**src/rtl/instr_fetch_buffer_if.sv**
```systemverilog
// Fetch-buffer bus bundle: PC request side, instruction-memory port,
// decode-side handshake and the performance counters.
// slave  = the fetch buffer itself, master = the surrounding pipeline.
interface instr_fetch_buffer_if #(
  parameter int ADDR_WIDTH = 12,
  parameter int DATA_WIDTH = 32
);
  logic [ADDR_WIDTH-1:0] pc_in;
  logic                  pc_valid;
  logic                  pc_ready;
  logic                  flush;
  logic                  imem_en;
  logic [ADDR_WIDTH-1:0] imem_addr;
  logic [DATA_WIDTH-1:0] imem_rdata;
  logic                  instr_valid;
  logic                  instr_ready;
  logic [DATA_WIDTH-1:0] instr_data;
  logic [ADDR_WIDTH-1:0] instr_pc;
  logic [15:0]           perf_stall;
  logic [15:0]           perf_flush;

  modport slave (
    input  pc_in, pc_valid, flush, imem_rdata, instr_ready,
    output pc_ready, imem_en, imem_addr, instr_valid, instr_data, instr_pc,
           perf_stall, perf_flush
  );

  modport master (
    output pc_in, pc_valid, flush, imem_rdata, instr_ready,
    input  pc_ready, imem_en, imem_addr, instr_valid, instr_data, instr_pc,
           perf_stall, perf_flush
  );
endinterface

```
**src/rtl/instr_fetch_buffer.sv**
```systemverilog
// Instruction fetch buffer: issues PC reads to a synchronous instruction
// memory, captures {word, pc} into a small FIFO and hands instructions to
// decode over valid/ready. flush drops everything buffered or in flight.
// Optional feature macro: IFB_PERF_CNT_EN enables the saturating stall and
// flush counters; without it perf_stall/perf_flush are constant 0.
module instr_fetch_buffer #(
  parameter int ADDR_WIDTH = 12,
  parameter int DATA_WIDTH = 32,
  parameter int DEPTH      = 4
) (
  input  logic                 clk,
  input  logic                 reset,
  instr_fetch_buffer_if.slave  bus
);

  localparam int PTR_W = $clog2(DEPTH);
  localparam int CNT_W = PTR_W + 1;
  localparam logic [CNT_W-1:0] DEPTH_C = CNT_W'(DEPTH);
  localparam logic [CNT_W-1:0] CNT_ONE = CNT_W'(1);
  localparam logic [PTR_W-1:0] PTR_ONE = PTR_W'(1);

  // FIFO storage (never reset; only entries between rd_ptr and wr_ptr matter)
  logic [DATA_WIDTH-1:0] data_mem [DEPTH];
  logic [ADDR_WIDTH-1:0] pc_mem   [DEPTH];

  logic [PTR_W-1:0] wr_ptr;
  logic [PTR_W-1:0] rd_ptr;
  logic [CNT_W-1:0] count;
  logic [CNT_W-1:0] count_nxt;
  logic [CNT_W-1:0] occupancy;

  logic                  vld_p1;
  logic [ADDR_WIDTH-1:0] pend_pc_p1;

  logic fire;
  logic push;
  logic pop;

  // ---- stage p0: issue to instruction memory ----
  // Space is reserved for the in-flight read, so a return can always be stored.
  assign occupancy    = count + {{(CNT_W-1){1'b0}}, vld_p1};
  assign bus.pc_ready = !bus.flush && (occupancy < DEPTH_C);
  assign fire         = bus.pc_valid && bus.pc_ready;
  assign bus.imem_en   = fire;
  assign bus.imem_addr = bus.pc_in;

  // ---- stage p1: memory return into FIFO, head to decode ----
  assign push = vld_p1 && !bus.flush;
  assign bus.instr_valid = (count != '0);
  assign bus.instr_data  = data_mem[rd_ptr];
  assign bus.instr_pc    = pc_mem[rd_ptr];
  assign pop  = bus.instr_valid && bus.instr_ready && !bus.flush;

  // Occupancy update: simultaneous push and pop leave count unchanged.
  always_comb begin
    count_nxt = count;
    if (push && !pop) begin
      count_nxt = count + CNT_ONE;
    end else if (pop && !push) begin
      count_nxt = count - CNT_ONE;
    end
  end

  // Control state: pointers, occupancy and in-flight flag; flush outranks all.
  always_ff @(posedge clk) begin
    if (reset) begin
      wr_ptr <= '0;
      rd_ptr <= '0;
      count  <= '0;
      vld_p1 <= 1'b0;
    end else if (bus.flush) begin
      count  <= '0;
      rd_ptr <= wr_ptr;
      vld_p1 <= 1'b0;
    end else begin
      vld_p1 <= fire;
      count  <= count_nxt;
      if (push) wr_ptr <= wr_ptr + PTR_ONE;
      if (pop)  rd_ptr <= rd_ptr + PTR_ONE;
    end
  end

  // Datapath: remember the issued PC and store returned words with their PC.
  always_ff @(posedge clk) begin
    if (fire) begin
      pend_pc_p1 <= bus.pc_in;
    end
    if (push) begin
      data_mem[wr_ptr] <= bus.imem_rdata;
      pc_mem[wr_ptr]   <= pend_pc_p1;
    end
  end

`ifdef IFB_PERF_CNT_EN
  logic [15:0] stall_cnt;
  logic [15:0] flush_cnt;

  function automatic logic [15:0] sat_inc(input logic [15:0] v);
    return (v == 16'hFFFF) ? v : v + 16'd1;
  endfunction

  // Saturating counters of back-pressured fetch cycles and flush cycles.
  always_ff @(posedge clk) begin
    if (reset) begin
      stall_cnt <= '0;
      flush_cnt <= '0;
    end else begin
      if (bus.pc_valid && !bus.pc_ready) stall_cnt <= sat_inc(stall_cnt);
      if (bus.flush)                     flush_cnt <= sat_inc(flush_cnt);
    end
  end

  assign bus.perf_stall = stall_cnt;
  assign bus.perf_flush = flush_cnt;
`else
  assign bus.perf_stall = 16'h0000;
  assign bus.perf_flush = 16'h0000;
`endif

  // Reserving space at issue time means the FIFO can never overfill.
  a_no_overflow: assert property (@(posedge clk) disable iff (reset)
    (count <= DEPTH_C) && (occupancy <= DEPTH_C));

endmodule

```
**src/flat_wrapper.sv**
```systemverilog
// flat-port wrapper written by rule: the top's interface ports become plain ports
module instr_fetch_buffer_flat 
#(
  parameter int ADDR_WIDTH = 12,
  parameter int DATA_WIDTH = 32,
  parameter int DEPTH      = 4
)
  (clk, reset, bus_pc_in, bus_pc_valid, bus_flush, bus_imem_rdata, bus_instr_ready, bus_pc_ready, bus_imem_en, bus_imem_addr, bus_instr_valid, bus_instr_data, bus_instr_pc, bus_perf_stall, bus_perf_flush);
  instr_fetch_buffer_if #(.ADDR_WIDTH(ADDR_WIDTH), .DATA_WIDTH(DATA_WIDTH)) bus_i ();
  input  logic clk;
  input  logic reset;
  input wire logic [$bits(bus_i.pc_in)-1:0] bus_pc_in;
  input wire logic [$bits(bus_i.pc_valid)-1:0] bus_pc_valid;
  input wire logic [$bits(bus_i.flush)-1:0] bus_flush;
  input wire logic [$bits(bus_i.imem_rdata)-1:0] bus_imem_rdata;
  input wire logic [$bits(bus_i.instr_ready)-1:0] bus_instr_ready;
  output wire logic [$bits(bus_i.pc_ready)-1:0] bus_pc_ready;
  output wire logic [$bits(bus_i.imem_en)-1:0] bus_imem_en;
  output wire logic [$bits(bus_i.imem_addr)-1:0] bus_imem_addr;
  output wire logic [$bits(bus_i.instr_valid)-1:0] bus_instr_valid;
  output wire logic [$bits(bus_i.instr_data)-1:0] bus_instr_data;
  output wire logic [$bits(bus_i.instr_pc)-1:0] bus_instr_pc;
  output wire logic [$bits(bus_i.perf_stall)-1:0] bus_perf_stall;
  output wire logic [$bits(bus_i.perf_flush)-1:0] bus_perf_flush;
  assign bus_i.pc_in = bus_pc_in;
  assign bus_i.pc_valid = bus_pc_valid;
  assign bus_i.flush = bus_flush;
  assign bus_i.imem_rdata = bus_imem_rdata;
  assign bus_i.instr_ready = bus_instr_ready;
  assign bus_pc_ready = bus_i.pc_ready;
  assign bus_imem_en = bus_i.imem_en;
  assign bus_imem_addr = bus_i.imem_addr;
  assign bus_instr_valid = bus_i.instr_valid;
  assign bus_instr_data = bus_i.instr_data;
  assign bus_instr_pc = bus_i.instr_pc;
  assign bus_perf_stall = bus_i.perf_stall;
  assign bus_perf_flush = bus_i.perf_flush;
  instr_fetch_buffer #(.ADDR_WIDTH(ADDR_WIDTH), .DATA_WIDTH(DATA_WIDTH), .DEPTH(DEPTH)) u_core (.clk(clk), .reset(reset), .bus(bus_i));
endmodule
```
**config.mk**
```make
export PLATFORM = sky130hd
export DESIGN_NAME = instr_fetch_buffer_flat
export DESIGN_NICKNAME = d
export VERILOG_FILES = /design/src/rtl/instr_fetch_buffer_if.sv /design/src/rtl/instr_fetch_buffer.sv /design/src/flat_wrapper.sv
export SDC_FILE = /design/constraint.sdc
export NUM_CORES = 1
export LEC_CHECK = 0
export ABC_AREA = 0
export CAP_MARGIN = 20
export CORE_ASPECT_RATIO = 1.4
export CORE_UTILIZATION = 25
export DETAILED_ROUTE_END_ITERATION = 8
export PLACE_DENSITY = 0.52
export SYNTH_ARGS = -nofsm -noshare
export SYNTH_HDL_FRONTEND = slang
export SYNTH_SLANG_ARGS = --single-unit
```
**constraint.sdc**
```tcl
create_clock -name clk -period 5.5 [get_ports clk]
set_clock_uncertainty 0.05 [all_clocks]
set_input_delay 1.1 -clock clk [delete_from_list [all_inputs] [get_ports clk]]
set_output_delay 1.1 -clock clk [all_outputs]
set_load 0.01 [all_outputs]
```
======== Word-level counts from Yosys, hierarchy flattened ========
Memory sizes are Yosys's and may differ from the RTL's. A register that Yosys moved wholly into a read port is not among the register bits.
Cells that the tools add are included.
cells by class
  add/subtract/negate cells ............... 5
  magnitude comparators ................... 1
  mux-type cells .......................... 10
  bitwise logic cells ..................... 1
  reduce and logical (&&, ||, !) cells .... 15
operator list
  operator                                                             number
  2-bit two-way mux                                                    6
  1-bit logical AND                                                    7
  3-bit two-way mux                                                    2
  2-bit by 1-bit adder with 2-bit output (second input constant)       2
  2-bit nonzero test                                                   2
  3-bit by 1-bit adder with 3-bit output                               1
  3-bit by 1-bit adder with 3-bit output (second input constant)       1
  1-bit zero test                                                      3
  3-bit < comparator (second input constant)                           1
  3-bit nonzero test                                                   1
  3-bit by 1-bit subtractor with 3-bit output (second input constant)  1
  1-bit two-way mux                                                    2
  2-bit AND reduction                                                  1
  2-bit OR reduction                                                   1
  1-bit inverter                                                       1
word-level totals
  register bits ........................... 20
  RAM bits ................................ 176
  output and inout bits ................... 91
  word-level logic and storage cells ...... 39
  memories ................................ 2
memories
  memory           words  width  rd ports  clocked after memory_dff  wr ports  line                      source
  u_core.data_mem  4      32     1         1                         1         instr_fetch_buffer.sv:23  logic [DATA_WIDTH-1:0] data_mem [DEPTH];
  u_core.pc_mem    4      12     1         1                         1         instr_fetch_buffer.sv:24  logic [ADDR_WIDTH-1:0] pc_mem [DEPTH];

======== Logic depth before layout (Yosys ltp) ========
  word-level depth ........................ 7
  gate-level depth with buffers ........... 9
  mapped depth without buffers ............ 8

======== Worst setup path before layout ========
OpenSTA, ideal clock, no wires.
  path kind ............................... input-to-output
  start ................................... input port bus_flush
  end ..................................... output port bus_imem_en
  arrival ................................. 1.995 ns
  required time ........................... 4.350 ns
  setup slack ............................. 2.355 ns
  stages on the path ...................... 3
  cells stage by stage .................... buf_2 -> a21oi_1 -> and2_1
between the ends
  longest elaborated chain between the ends .. 3
RTL lines
  item               line                      source
  start, declared    flat_wrapper.sv:14        input wire logic [$bits(bus_i.flush)-1:0] bus_flush;
  1-bit zero test    instr_fetch_buffer.sv:42  assign bus.pc_ready = !bus.flush && (occupancy < DEPTH_C);
  1-bit logical AND  instr_fetch_buffer.sv:42
  via bus_pc_ready   flat_wrapper.sv:17        output wire logic [$bits(bus_i.pc_ready)-1:0] bus_pc_ready;
  1-bit logical AND  instr_fetch_buffer.sv:43  assign fire = bus.pc_valid && bus.pc_ready;
  end, declared      flat_wrapper.sv:18        output wire logic [$bits(bus_i.imem_en)-1:0] bus_imem_en;
The timed path passes the listed nets, and every way through them passes these cells.

======== Worst setup path in the final report ========
  start ................................... input port bus_flush
  end ..................................... output port bus_imem_en
between the ends
  longest elaborated chain between the ends .. 3
RTL lines
  item               line
  1-bit zero test    instr_fetch_buffer.sv:42
  1-bit logical AND  instr_fetch_buffer.sv:42
  1-bit logical AND  instr_fetch_buffer.sv:43
No other way between the ends.

==> results.md <==
### Min path
- path category of the worst min-delay check: reg -> reg

### Synthesis
- area share of fa/ha/maj cells after synthesis: 0.0108
- fraction of synthesized area in multiplexers: 0.134
- Compound-Gate Fraction of Synth Area: 0.00983
- largest family of logic cells by synthesized area: multiplexers
- cell taking the most area after synthesis: edfxtp_1
- number of library cell types mapped by synthesis: 31
- Netlist Area Pre-Place: 7630 um2
- ranking of synthesized cells by area: edfxtp_1 74%, mux4_2 12%, buf_4 4.3%
- share of the synthesized area in the top cell type: 0.739
- xor and xnor fraction of the mapped netlist area: 0.00574
- number of flip-flops and latches in the synthesized netlist: 198
- yosys warns: 0
- share of synthesized cell area in and, or, nand and nor gates: 0.0118
- number of cells produced by synthesis: 341
- portion of the post-synthesis area used by sequential elements: 0.766
- Syn Area/Cell: 22.4 um2

### Clock tree
- register clock-pin slew on the reported worst setup and hold paths: 70 ps
- Post-CTS Hold Buffers: 0
- count of instances resized after the clock tree is built: 0
- TritonCTS clock tree: built
- clock insertion delay at the later pin of the skew report: 440 ps
- Clk Tree Root Cell: clkbuf_16
- number of setup buffers added after CTS: 0
- number of buffers created by CTS: 17
- number of buffers between clock root and the deepest sink: 2
- number of H-tree levels: 4
- clk sink count: 198

### Floorplanning
- horizontal die dimension: 150 um
- initial cell density of the core: 0.254
- die height: 209 um
- I/O pin total: 140
- core region area: 30,000 um2
- overall die area: 31,300 um2
- num rows: 75

### GRT
- overflow left after global routing: 0
- antenna violations before repair: 1
- maximum number of pins on one net before global-route repair: 45
- GRT Overall Usage: 0.0985
- number of global-route vias before repair: 3,772
- global-route wire length before repair: 22,100 um

### Worst setup path
- Worst Path Arrival: 2920 ps
- required time of the worst setup path: 4350 ps
- library cell appearing most often on the critical path: clkdlybuf4s50_1
- Critical path origin: bus_flush
- max incr delay on CP: 570 ps
- Critical Path Fanout Max: 13
- critical path type: in -> out
- cell with the largest stage delay on the worst path: clkdlybuf4s50_1
- delay-heaviest family, CP: buffers and inverters
- R2R Path End: u_core.data_mem[2][6]$_DFFE_PP_
- Worst Setup EP: bus_imem_en
- crit path capture type: output pin
- worst reg2reg path depth: 3
- Setup crit start kind: primary input
- register-to-register setup slack: 3100 ps
- total buffers and inverters traversed by the critical path: 3
- cell chain of the critical path: clkdlybuf4s50_1 > a21oi_1 > and2_1 > buf_4 > clkdlybuf4s50_1
- number of stages on the worst setup path: 5
- worst reg2reg path startpoint: u_core.vld_p1$_SDFF_PP0_

### Routing
- Post-DRT Antenna Nets: 0
- initial DRC count: 166
- routed wire length: 14,500 um
- ratio of routed vias to standard cells: 4.01
- drt drc: 0
- Via Count: 3,392
- average detailed-routed wire length per instance: 17.2 um
- drt first pass iters: 4

### Finish
- fraction of layout cells with a size suffix above 1: 0.187
- final layout net count: 503
- number of filler cells placed in the layout: 2,885
- signed area change from the synthesized netlist to the final layout: 24.4%
- count of non-filler cells in the finished layout: 846
- highest-count cells in the layout ignoring fill and taps: 188 x edfxtp_1, 107 x clkdlybuf4s50_1, 40 x mux4_2
- count of inserted antenna diode cells: 0
- commonest non-fill, non-tap cell in the layout: edfxtp_1
- Design Area, Final: 9500 um2

### Power and ir drop
- leakage power: 0.00300 uW
- fraction of power consumed by the clock network: 0.403
- P_int: 2440 uW
- VDD IR-drop max: 0.000167 V
- net switching power: 657 uW
- power density of the placed cells: 326 nW/um2
- Comb power frac: 0.057
- sequential power share: 0.540
- Switching Share: 0.212

### Timing
- RSZ-0062 raised after global routing: no
- tightest slew margin relative to the limit: 0.376
- Sum Neg Setup Slack: 0 ps
- Final Hold Violating Endpoints: 0
- max-slew violation count: 0
- worst hold margin: 457 ps
- Tcrit/Tclk final: 0.740
- worst path setup slack after routing: 1430 ps
- total setup violations reported at the end of the flow: 0
- post-route minimum period: 4070 ps
- Least-Margin Pin Slew: 936 ps
- highest attainable clock frequency: 246 MHz

### Place
- final estimated routing congestion in global placement: 0.662
- worst slack at placement: 1360 ps
- Cell Count Post-Placement: 814
- total of buffers placed on input and output ports: 107
- DP Area: 8900 um2
- estimated wirelength of the detail-placed design: 9040 um

### Job
- Max-cap violations: 0

### Outcome
- run status: complete, no violations

worst reg2reg max path: cells and delay by family, from the launching register on:
| family | cells | cell delay [ps] |
|---|---|---|
| buffers and inverters | 1 | 430 |
| flip-flops | 1 | 360 |
| AND/OR/NAND/NOR | 2 | 1210 |
stage by stage:
stage	total power [uW]	utilization
5_1_grt	3210	0.316
4_1_cts	3140	0.316
3_5_place_dp	1890	0.296
6_report	3100	0.316
3_3_place_gp	1890	0.296
2_1_floorplan	1800	-
power groups by stage:
| stage | Combinational [uW] | Clock, uW | Sequential (uW) |
|---|---|---|---|
| 3_5_place_dp | 180 | 0 | 1710 |
| 3_3_place_gp | 178 | 0 | 1710 |
| 4_1_cts | 181 | 1290 | 1670 |
| 2_1_floorplan | 109 | 0 | 1690 |
| 6_report | 176 | 1250 | 1670 |
| 5_1_grt | 189 | 1340 | 1680 |
cells in the mapped netlist:
cell type  count
a21boi_0       1
a21oi_1        3
a31o_2         1
and2_1         5
and3_1         1
buf_12         4
buf_2          6
buf_4         44
buf_6          1
clkbuf_2       1
conb_1         1
dfxtp_1       10
edfxtp_1     188
fa_1           1
ha_1           5
inv_1          3
mux2i_1        2
mux4_1         4
mux4_2        40
nand4_1        1
nor2_1         3
nor2b_1        1
nor3_1         2
o21a_1         2
o21ai_0        1
o311ai_2       1
o31ai_1        1
or2_2          1
or3_1          2
xnor2_1        3
xor2_1         2
layer usage:
layer	wire length [um]	vias to the layer above	GRT usage
li1	-	1515	-
met1	5580	1747	0.105
met2	7810	112	0.176
met3	827	16	0.0279
met4	284	2	0.0460
met5	11	-	0
layout make-up:
class                   instances  area [um2]  area share
clock inverters                15         173      0.0182
well taps                     385         482      0.0507
clock buffers                  17         425      0.0448
inverters                       3        11.3     0.00119
flip-flops and latches        198        5850       0.616
multi-input cells             115        1440       0.152
repair buffers                113        1120       0.117
cells by family after synthesis:
logic type | Yosys count
AO/OA/AOI/OAI | 10
XOR/XNOR | 5
adder cells (fa/ha/maj) | 6
buffers and inverters | 59
flip-flops | 198
multiplexers | 46
other | 1
AND/OR/NAND/NOR | 16
flip-flops by register name, summed over array words and instances (netlist names), named ones only:
| signal | cells |
|---|---|
| u_core.count | 3 |
| u_core.vld_p1 | 1 |
| u_core.pend_pc_p1 | 12 |
| u_core.wr_ptr | 2 |
| u_core.rd_ptr | 2 |
| u_core.pc_mem | 48 |
| u_core.data_mem | 128 |
how the worst min path moves through the flow:
stage / slack [ps] / to / depth (start not counted) / start
detailed placement: 440 / u_core.pc_mem[2][7]$_DFFE_PP_ / 0 / u_core.pend_pc_p1[7]$_DFFE_PP_
finish: 460 / u_core.pc_mem[0][1]$_DFFE_PP_ / 0 / u_core.pend_pc_p1[1]$_DFFE_PP_
global placement: 420 / u_core.pc_mem[2][0]$_DFFE_PP_ / 0 / u_core.pend_pc_p1[0]$_DFFE_PP_
global route: 480 / u_core.pc_mem[1][7]$_DFFE_PP_ / 0 / u_core.pend_pc_p1[7]$_DFFE_PP_
floorplan: 410 / u_core.pc_mem[0][0]$_DFFE_PP_ / 0 / u_core.pend_pc_p1[0]$_DFFE_PP_
CTS: 460 / u_core.pc_mem[0][1]$_DFFE_PP_ / 0 / u_core.pend_pc_p1[1]$_DFFE_PP_
Note: power is estimated with default switching activity, not from simulation.
